### config.mk
export PLATFORM = sky130hd
export DESIGN_NAME = dmem_arbiter_flat
export DESIGN_NICKNAME = d
export VERILOG_FILES = /design/src/rtl/dmem_arbiter_if.sv /design/src/rtl/dmem_arbiter.sv /design/src/flat_wrapper.sv
export SDC_FILE = /design/constraint.sdc
export NUM_CORES = 1
export LEC_CHECK = 0
export ABC_AREA = 1
export CORE_MARGIN = 1.5
export CORE_UTILIZATION = 43
export DETAILED_ROUTE_END_ITERATION = 8
export GPL_TIMING_DRIVEN = 0
export PLACE_DENSITY = 0.87
export REMOVE_ABC_BUFFERS = 1
export SYNTH_ARGS = -nofsm -noshare
export SYNTH_HDL_FRONTEND = slang
export SYNTH_SLANG_ARGS = --single-unit
### constraint.sdc
create_clock -name clock -period 3.5 [get_ports clock]
set_input_delay 0.525 -clock clock [delete_from_list [all_inputs] [get_ports clock]]
set_output_delay 0.525 -clock clock [all_outputs]
set_load 0.05 [all_outputs]
### src/rtl/dmem_arbiter_if.sv
// Requester and memory-pin bundle for dmem_arbiter.
// slave = arbiter side, master = requesters plus memory.
interface dmem_arbiter_if;
    logic        iReq0,   iReq1;
    logic        iWe0,    iWe1;
    logic [1:0]  iSize0,  iSize1;
    logic        iUns0,   iUns1;
    logic [31:0] iAddr0,  iAddr1;
    logic [31:0] iWdata0, iWdata1;
    logic        oAck0,   oAck1;
    logic [31:0] oRdata0, oRdata1;
    logic        oErr0,   oErr1;
    logic        oMemWrite;
    logic        oMemRead;
    logic [31:0] oMemAddr;
    logic [31:0] oMemWdata;
    logic [31:0] iMemRdata;

    modport slave (
        input  iReq0, iReq1, iWe0, iWe1, iSize0, iSize1,
        input  iUns0, iUns1, iAddr0, iAddr1, iWdata0, iWdata1,
        input  iMemRdata,
        output oAck0, oAck1, oRdata0, oRdata1, oErr0, oErr1,
        output oMemWrite, oMemRead, oMemAddr, oMemWdata
    );

    modport master (
        output iReq0, iReq1, iWe0, iWe1, iSize0, iSize1,
        output iUns0, iUns1, iAddr0, iAddr1, iWdata0, iWdata1,
        output iMemRdata,
        input  oAck0, oAck1, oRdata0, oRdata1, oErr0, oErr1,
        input  oMemWrite, oMemRead, oMemAddr, oMemWdata
    );
endinterface

### src/rtl/dmem_arbiter.sv
// Two-port round-robin data-memory arbiter with sub-word read-modify-write.
// Define DMEM_ALIGN_TRAP_EN to error-ack misaligned half/word accesses.
module dmem_arbiter #(
    parameter int MEM_WORDS = 256
) (
    input  logic           clock,
    input  logic           reset_n,
    dmem_arbiter_if.slave  bus
);
    localparam logic [1:0] S_IDLE  = 2'd0;
    localparam logic [1:0] S_READ  = 2'd1;
    localparam logic [1:0] S_WRITE = 2'd2;
    localparam logic [1:0] S_RESP  = 2'd3;
    localparam logic [31:0] AMASK = 32'(MEM_WORDS * 4 - 1) & ~32'd3;

    logic [1:0]  r_state;
    logic        r_port;
    logic        r_last;
    logic        r_we;
    logic [1:0]  r_size;
    logic        r_uns;
    logic [31:0] r_addr;
    logic [31:0] r_wdata;
    logic [31:0] r_word;
    logic        r_err;

    logic        w_any;
    logic        w_gnt;
    logic        w_we;
    logic [1:0]  w_size;
    logic        w_uns;
    logic [31:0] w_addr;
    logic [31:0] w_wdata;
    logic        w_mis;

    assign w_any   = bus.iReq0 | bus.iReq1;
    // r_last holds the previous winner; a tie goes to the other port
    assign w_gnt   = (bus.iReq0 & bus.iReq1) ? ~r_last : bus.iReq1;
    assign w_we    = w_gnt ? bus.iWe1    : bus.iWe0;
    assign w_size  = w_gnt ? bus.iSize1  : bus.iSize0;
    assign w_uns   = w_gnt ? bus.iUns1   : bus.iUns0;
    assign w_addr  = w_gnt ? bus.iAddr1  : bus.iAddr0;
    assign w_wdata = w_gnt ? bus.iWdata1 : bus.iWdata0;

`ifdef DMEM_ALIGN_TRAP_EN
    assign w_mis = (w_size == 2'b01 && w_addr[0])
                 | (w_size[1] && w_addr[1:0] != 2'b00);
`else
    assign w_mis = 1'b0;
`endif

    always_ff @(posedge clock or negedge reset_n) begin
        if (!reset_n) begin
            r_state <= S_IDLE;
            r_port  <= 1'b0;
            r_last  <= 1'b1;
            r_we    <= 1'b0;
            r_size  <= 2'b00;
            r_uns   <= 1'b0;
            r_addr  <= '0;
            r_wdata <= '0;
            r_word  <= '0;
            r_err   <= 1'b0;
        end else begin
            unique case (r_state)
                S_IDLE: begin
                    if (w_any) begin
                        r_port  <= w_gnt;
                        r_last  <= w_gnt;
                        r_we    <= w_we;
                        r_size  <= w_size;
                        r_uns   <= w_uns;
                        r_addr  <= w_addr;
                        r_wdata <= w_wdata;
                        r_err   <= w_mis;
                        if (w_mis)
                            r_state <= S_RESP;
                        else if (!w_we || !w_size[1])
                            r_state <= S_READ;
                        else
                            r_state <= S_WRITE;
                    end
                end
                S_READ: begin
                    r_word  <= bus.iMemRdata;
                    r_state <= r_we ? S_WRITE : S_RESP;
                end
                S_WRITE: r_state <= S_RESP;
                default: r_state <= S_IDLE;
            endcase
        end
    end

    logic [4:0]  w_sh;
    logic [31:0] w_mask;
    logic [31:0] w_merge;
    logic [31:0] w_lane;
    logic [31:0] w_load;
    logic [31:0] w_resp;
    logic        w_ack0;
    logic        w_ack1;

    always_comb begin
        w_sh   = 5'd0;
        w_mask = 32'hFFFF_FFFF;
        if (!r_size[1] && r_size[0]) begin
            w_sh   = {r_addr[1], 4'b0000};
            w_mask = 32'h0000_FFFF << w_sh;
        end else if (!r_size[1]) begin
            w_sh   = {r_addr[1:0], 3'b000};
            w_mask = 32'h0000_00FF << w_sh;
        end
    end

    assign w_merge = (r_word & ~w_mask) | ((r_wdata << w_sh) & w_mask);
    assign w_lane  = r_word >> w_sh;

    always_comb begin
        w_load = r_word;
        if (!r_size[1] && r_size[0])
            w_load = {{16{~r_uns & w_lane[15]}}, w_lane[15:0]};
        else if (!r_size[1])
            w_load = {{24{~r_uns & w_lane[7]}}, w_lane[7:0]};
    end

    assign w_resp = (r_we | r_err) ? 32'd0 : w_load;
    assign w_ack0 = (r_state == S_RESP) & ~r_port;
    assign w_ack1 = (r_state == S_RESP) &  r_port;

    assign bus.oAck0     = w_ack0;
    assign bus.oAck1     = w_ack1;
    assign bus.oRdata0   = w_ack0 ? w_resp : 32'd0;
    assign bus.oRdata1   = w_ack1 ? w_resp : 32'd0;
    assign bus.oErr0     = w_ack0 & r_err;
    assign bus.oErr1     = w_ack1 & r_err;
    assign bus.oMemRead  = (r_state == S_READ);
    assign bus.oMemWrite = (r_state == S_WRITE);
    assign bus.oMemAddr  = (r_state == S_READ || r_state == S_WRITE)
                         ? (r_addr & AMASK) : 32'd0;
    assign bus.oMemWdata = (r_state == S_WRITE) ? w_merge : 32'd0;
endmodule

### src/flat_wrapper.sv
// flat-port wrapper written by rule: the top's interface ports become plain ports
module dmem_arbiter_flat 
#(
    parameter int MEM_WORDS = 256
)
  (clock, reset_n, bus_iReq0, bus_iReq1, bus_iWe0, bus_iWe1, bus_iSize0, bus_iSize1, bus_iUns0, bus_iUns1, bus_iAddr0, bus_iAddr1, bus_iWdata0, bus_iWdata1, bus_iMemRdata, bus_oAck0, bus_oAck1, bus_oRdata0, bus_oRdata1, bus_oErr0, bus_oErr1, bus_oMemWrite, bus_oMemRead, bus_oMemAddr, bus_oMemWdata);
  dmem_arbiter_if bus_i ();
  input  logic clock;
  input  logic reset_n;
  input wire logic [$bits(bus_i.iReq0)-1:0] bus_iReq0;
  input wire logic [$bits(bus_i.iReq1)-1:0] bus_iReq1;
  input wire logic [$bits(bus_i.iWe0)-1:0] bus_iWe0;
  input wire logic [$bits(bus_i.iWe1)-1:0] bus_iWe1;
  input wire logic [$bits(bus_i.iSize0)-1:0] bus_iSize0;
  input wire logic [$bits(bus_i.iSize1)-1:0] bus_iSize1;
  input wire logic [$bits(bus_i.iUns0)-1:0] bus_iUns0;
  input wire logic [$bits(bus_i.iUns1)-1:0] bus_iUns1;
  input wire logic [$bits(bus_i.iAddr0)-1:0] bus_iAddr0;
  input wire logic [$bits(bus_i.iAddr1)-1:0] bus_iAddr1;
  input wire logic [$bits(bus_i.iWdata0)-1:0] bus_iWdata0;
  input wire logic [$bits(bus_i.iWdata1)-1:0] bus_iWdata1;
  input wire logic [$bits(bus_i.iMemRdata)-1:0] bus_iMemRdata;
  output wire logic [$bits(bus_i.oAck0)-1:0] bus_oAck0;
  output wire logic [$bits(bus_i.oAck1)-1:0] bus_oAck1;
  output wire logic [$bits(bus_i.oRdata0)-1:0] bus_oRdata0;
  output wire logic [$bits(bus_i.oRdata1)-1:0] bus_oRdata1;
  output wire logic [$bits(bus_i.oErr0)-1:0] bus_oErr0;
  output wire logic [$bits(bus_i.oErr1)-1:0] bus_oErr1;
  output wire logic [$bits(bus_i.oMemWrite)-1:0] bus_oMemWrite;
  output wire logic [$bits(bus_i.oMemRead)-1:0] bus_oMemRead;
  output wire logic [$bits(bus_i.oMemAddr)-1:0] bus_oMemAddr;
  output wire logic [$bits(bus_i.oMemWdata)-1:0] bus_oMemWdata;
  assign bus_i.iReq0 = bus_iReq0;
  assign bus_i.iReq1 = bus_iReq1;
  assign bus_i.iWe0 = bus_iWe0;
  assign bus_i.iWe1 = bus_iWe1;
  assign bus_i.iSize0 = bus_iSize0;
  assign bus_i.iSize1 = bus_iSize1;
  assign bus_i.iUns0 = bus_iUns0;
  assign bus_i.iUns1 = bus_iUns1;
  assign bus_i.iAddr0 = bus_iAddr0;
  assign bus_i.iAddr1 = bus_iAddr1;
  assign bus_i.iWdata0 = bus_iWdata0;
  assign bus_i.iWdata1 = bus_iWdata1;
  assign bus_i.iMemRdata = bus_iMemRdata;
  assign bus_oAck0 = bus_i.oAck0;
  assign bus_oAck1 = bus_i.oAck1;
  assign bus_oRdata0 = bus_i.oRdata0;
  assign bus_oRdata1 = bus_i.oRdata1;
  assign bus_oErr0 = bus_i.oErr0;
  assign bus_oErr1 = bus_i.oErr1;
  assign bus_oMemWrite = bus_i.oMemWrite;
  assign bus_oMemRead = bus_i.oMemRead;
  assign bus_oMemAddr = bus_i.oMemAddr;
  assign bus_oMemWdata = bus_i.oMemWdata;
  dmem_arbiter #(.MEM_WORDS(MEM_WORDS)) u_core (.clock(clock), .reset_n(reset_n), .bus(bus_i));
endmodule
==> results_dict.tcl <==
set metrics [dict create \
    dieHeight_um 118.4 \
    crit_chain "nor2_8 -> nand2_8 -> o211ai_1 -> nand3_1 -> nor2_1 -> clkdlybuf4s50_1" \
    yosysWarningCount 0 \
    fin_crit_sh_pct 95.29 \
    detail-route-antenna-nets 0 \
    initial_core_util_pct 44.63 \
    root_buffer "clkbuf_16" \
    path_buf_inv 1 \
    critPathMaxStageDelay_ps 830 \
    drt-total-wl_mm 21.40 \
    slew_violations 0 \
    routed-via-count 6666 \
    nNetsFinal 1232 \
    seq_area_sq_um 2057 \
    postSynthCellCount 849 \
    dr.pass1.iters 6 \
    io-pin-count 306 \
    cp_max_fo 46 \
    hold_class "in2async" \
    path_delay_family "buffers and inverters" \
    diodes 0 \
    synthArstFlopShare_pct 100.0 \
    antenna_found_initial 0 \
    grt_usage_pct 29.80 \
    via_per_inst 5.411 \
    p_leak_nw 4.146 \
    outcome "completed" \
    cts_tree "done" \
    crit_path_end_kind "output pin" \
    die_w_um 118.4 \
    layout-drive-gt1-share_pct 11.79 \
    coreArea_sq_um 12820 \
    design_area_sq_um 8377 \
    wl_per_cell_um 17.37 \
    drc_errors 0 \
    cts.reportedPaths.clkPinSlew_ps 60 \
    required_ps 2970 \
    clk_path_buf_depth 2 \
    setup_viol 0 \
    synth_flop_cell "dfrtp_1" \
    cts_hold_buf 0 \
    area_growth_pct 46.34 \
    tns_ps 0 \
    postPlaceCellArea_sq_um 7995 \
    yosysTopAreaCell "dfrtp_1" \
    cts_buffers 9 \
    crit_start "u_core.r_size[1]" \
    synth.area.top_cells "dfrtp_1 (35%), nand2_1 (12%), o21ai_0 (9.9%)" \
    hold_violations 0 \
    crit_path_end "bus_oRdata1[5]" \
    cap_viol_max_count 0 \
    crit_slowest_cell "clkdlybuf4s50_1" \
    fillers 1165 \
    min_period_ps 3335 \
    holdWs_ps 151.9 \
    io_buffer_count 235 \
    cts.sinks 82 \
    drtIter0Drc 685 \
    synth_cell_types 25 \
    clk_latency_ps 350 \
    crit_arrival_ps 2810 \
    crit_type "reg2out" \
    grt-ovfl-total 0 \
    vdd_drop_max_mv 0.6948 \
    grt_pass1_wl_mm 32.92 \
    syn_avg_cell_area_sq_um 6.742 \
    fmax_ghz 0.2998 \
    fin_skew_ps 5.895 \
    relSlewSlack_pct 25.14 \
    finalPower_mw 9.374 \
    critPathLaunchType "flop" \
    worstReg2RegEnd "u_core.r_state[1]" \
    worst-slew-pin-transition_ps 1120 \
    ys_seq_elements 82 \
    num_rows 41 \
    synth_edf_count 0 \
    die-area_sq_um 14010 \
    dp_hpwl_mm 14.10 \
    syn_area_sq_um 5724 \
    rr_worst_depth 9 \
    synth.top_cell.area_share_pct 35.41 \
    place_congestion 0.8745 \
    htreeDepth 3 \
    powerDensity_nw_per_um2 1119 \
    grt_max_degree 53 \
    multi_input_area_sq_um 3094 \
    rr_startpoint "u_core.r_last" \
    path_depth 6 \
    grt_pass1_vias 6283 \
    reg2reg_slack_ps 890 \
    yosysSeqAreaShare_pct 35.87 \
]
power by group:
| group | internal (mW) | switching (mW) | total [mW] |
|---|---|---|---|
| Sequential | 1.44 | 0.429 | 1.87 |
| Combinational | 1.87 | 4.37 | 6.25 |
| Clock | 0.842 | 0.416 | 1.26 |
| Total | 4.15 | 5.22 | 9.37 |
registers in the layout, indices dropped and copies added (netlist names):
register	cells
u_core.r_size	2
u_core.r_port	1
u_core.r_word	32
u_core.r_addr	10
u_core.r_we	1
u_core.r_wdata	32
u_core.r_uns	1
u_core.r_last	1
u_core.r_state	2
cells by family after synthesis:
group | after synthesis | share of synthesized area, %
simple gates | 364 | 26.89
compound gates | 227 | 21.42
buf+inv | 162 | 13.09
flops | 82 | 35.87
mux | 8 | 1.574
fa+ha+maj | 5 | 1.093
other cells | 1 | 0.06551
Yosys cell counts (8+ instances only):
master and count:
a21oi_1 56, a31oi_1 21, buf_2 11, buf_4 28, clkbuf_1 45, dfrtp_1 81
inv_1 75, mux2_2 8, nand2_1 188, nand3_1 43, nand3_2 10, nor2_1 115
o211ai_1 14, o21ai_0 113, o22ai_1 23
cell type report:
type | count | share of cell area, %
clock buffer | 9 | 2.689
multi-input combinational | 633 | 36.94
tap | 172 | 2.569
sequential | 82 | 24.56
timing repair buffer | 254 | 27.83
inverter | 75 | 3.450
clock inverter | 7 | 1.972
worst reg2reg max path: stages, from the launching register on:
cell     delay [ps]
dfstp_2         530
nand2_1          60
nand2_2         670
inv_2           580
nand2_1         180
nand2_1          90
nand2_1         100
nor2_1           40
o21ai_0         130
o21ai_0         100
how the worst min path moves through the flow:
stage,from,to,slack [ps],cells after the start
6_report,reset_n,u_core.r_word[0],150,1
5_1_grt,reset_n,u_core.r_word[0],190,1
4_1_cts,reset_n,u_core.r_word[0],170,1
3_5_place_dp,u_core.r_last,u_core.r_last,470,2
3_3_place_gp,u_core.r_last,u_core.r_last,470,2
2_1_floorplan,reset_n,u_core.r_addr[0],230,0
timing repair:
action | 4_1_cts | 5_1_grt
gates cloned | 3 | 0
gates resized for setup | 159 | 109
endpoints found under the setup margin | 96 | 68
setup buffers | 2 | 14
pin swaps | 2 | 1
through the flow:
step	worst slack [ps]	utilization [%]	cells
2_1_floorplan	-479.4	-	787
3_3_place_gp	-2247	61.74	1194
3_5_place_dp	-1604	62.34	1197
4_1_cts	9.599	65.97	1218
5_1_grt	-8.849	65.32	1232
6_report	164.8	65.32	1232
per-layer routing:
metal / wire length, um / global-route usage [%]
met1: 8424 / 35.08
met2: 10290 / 51.02
met3: 1923 / 7.577
met4: 764 / 13.55
met5: 0 / 0
placed cells by master, fill, tap and decap left out, types with 26 or more instances in the layout:
master | synthesis | layout
nor2_1 | 115 | 114
clkdlybuf4s50_1 | 0 | 143
dfrtp_1 | 81 | 80
a21oi_1 | 56 | 56
dlygate4sd2_1 | 0 | 27
o21ai_0 | 113 | 113
nand3_1 | 43 | 43
conb_1 | 1 | 26
nand2_1 | 188 | 186
inv_1 | 75 | 72
No activity file was read; power rests on OpenSTA's default activity.
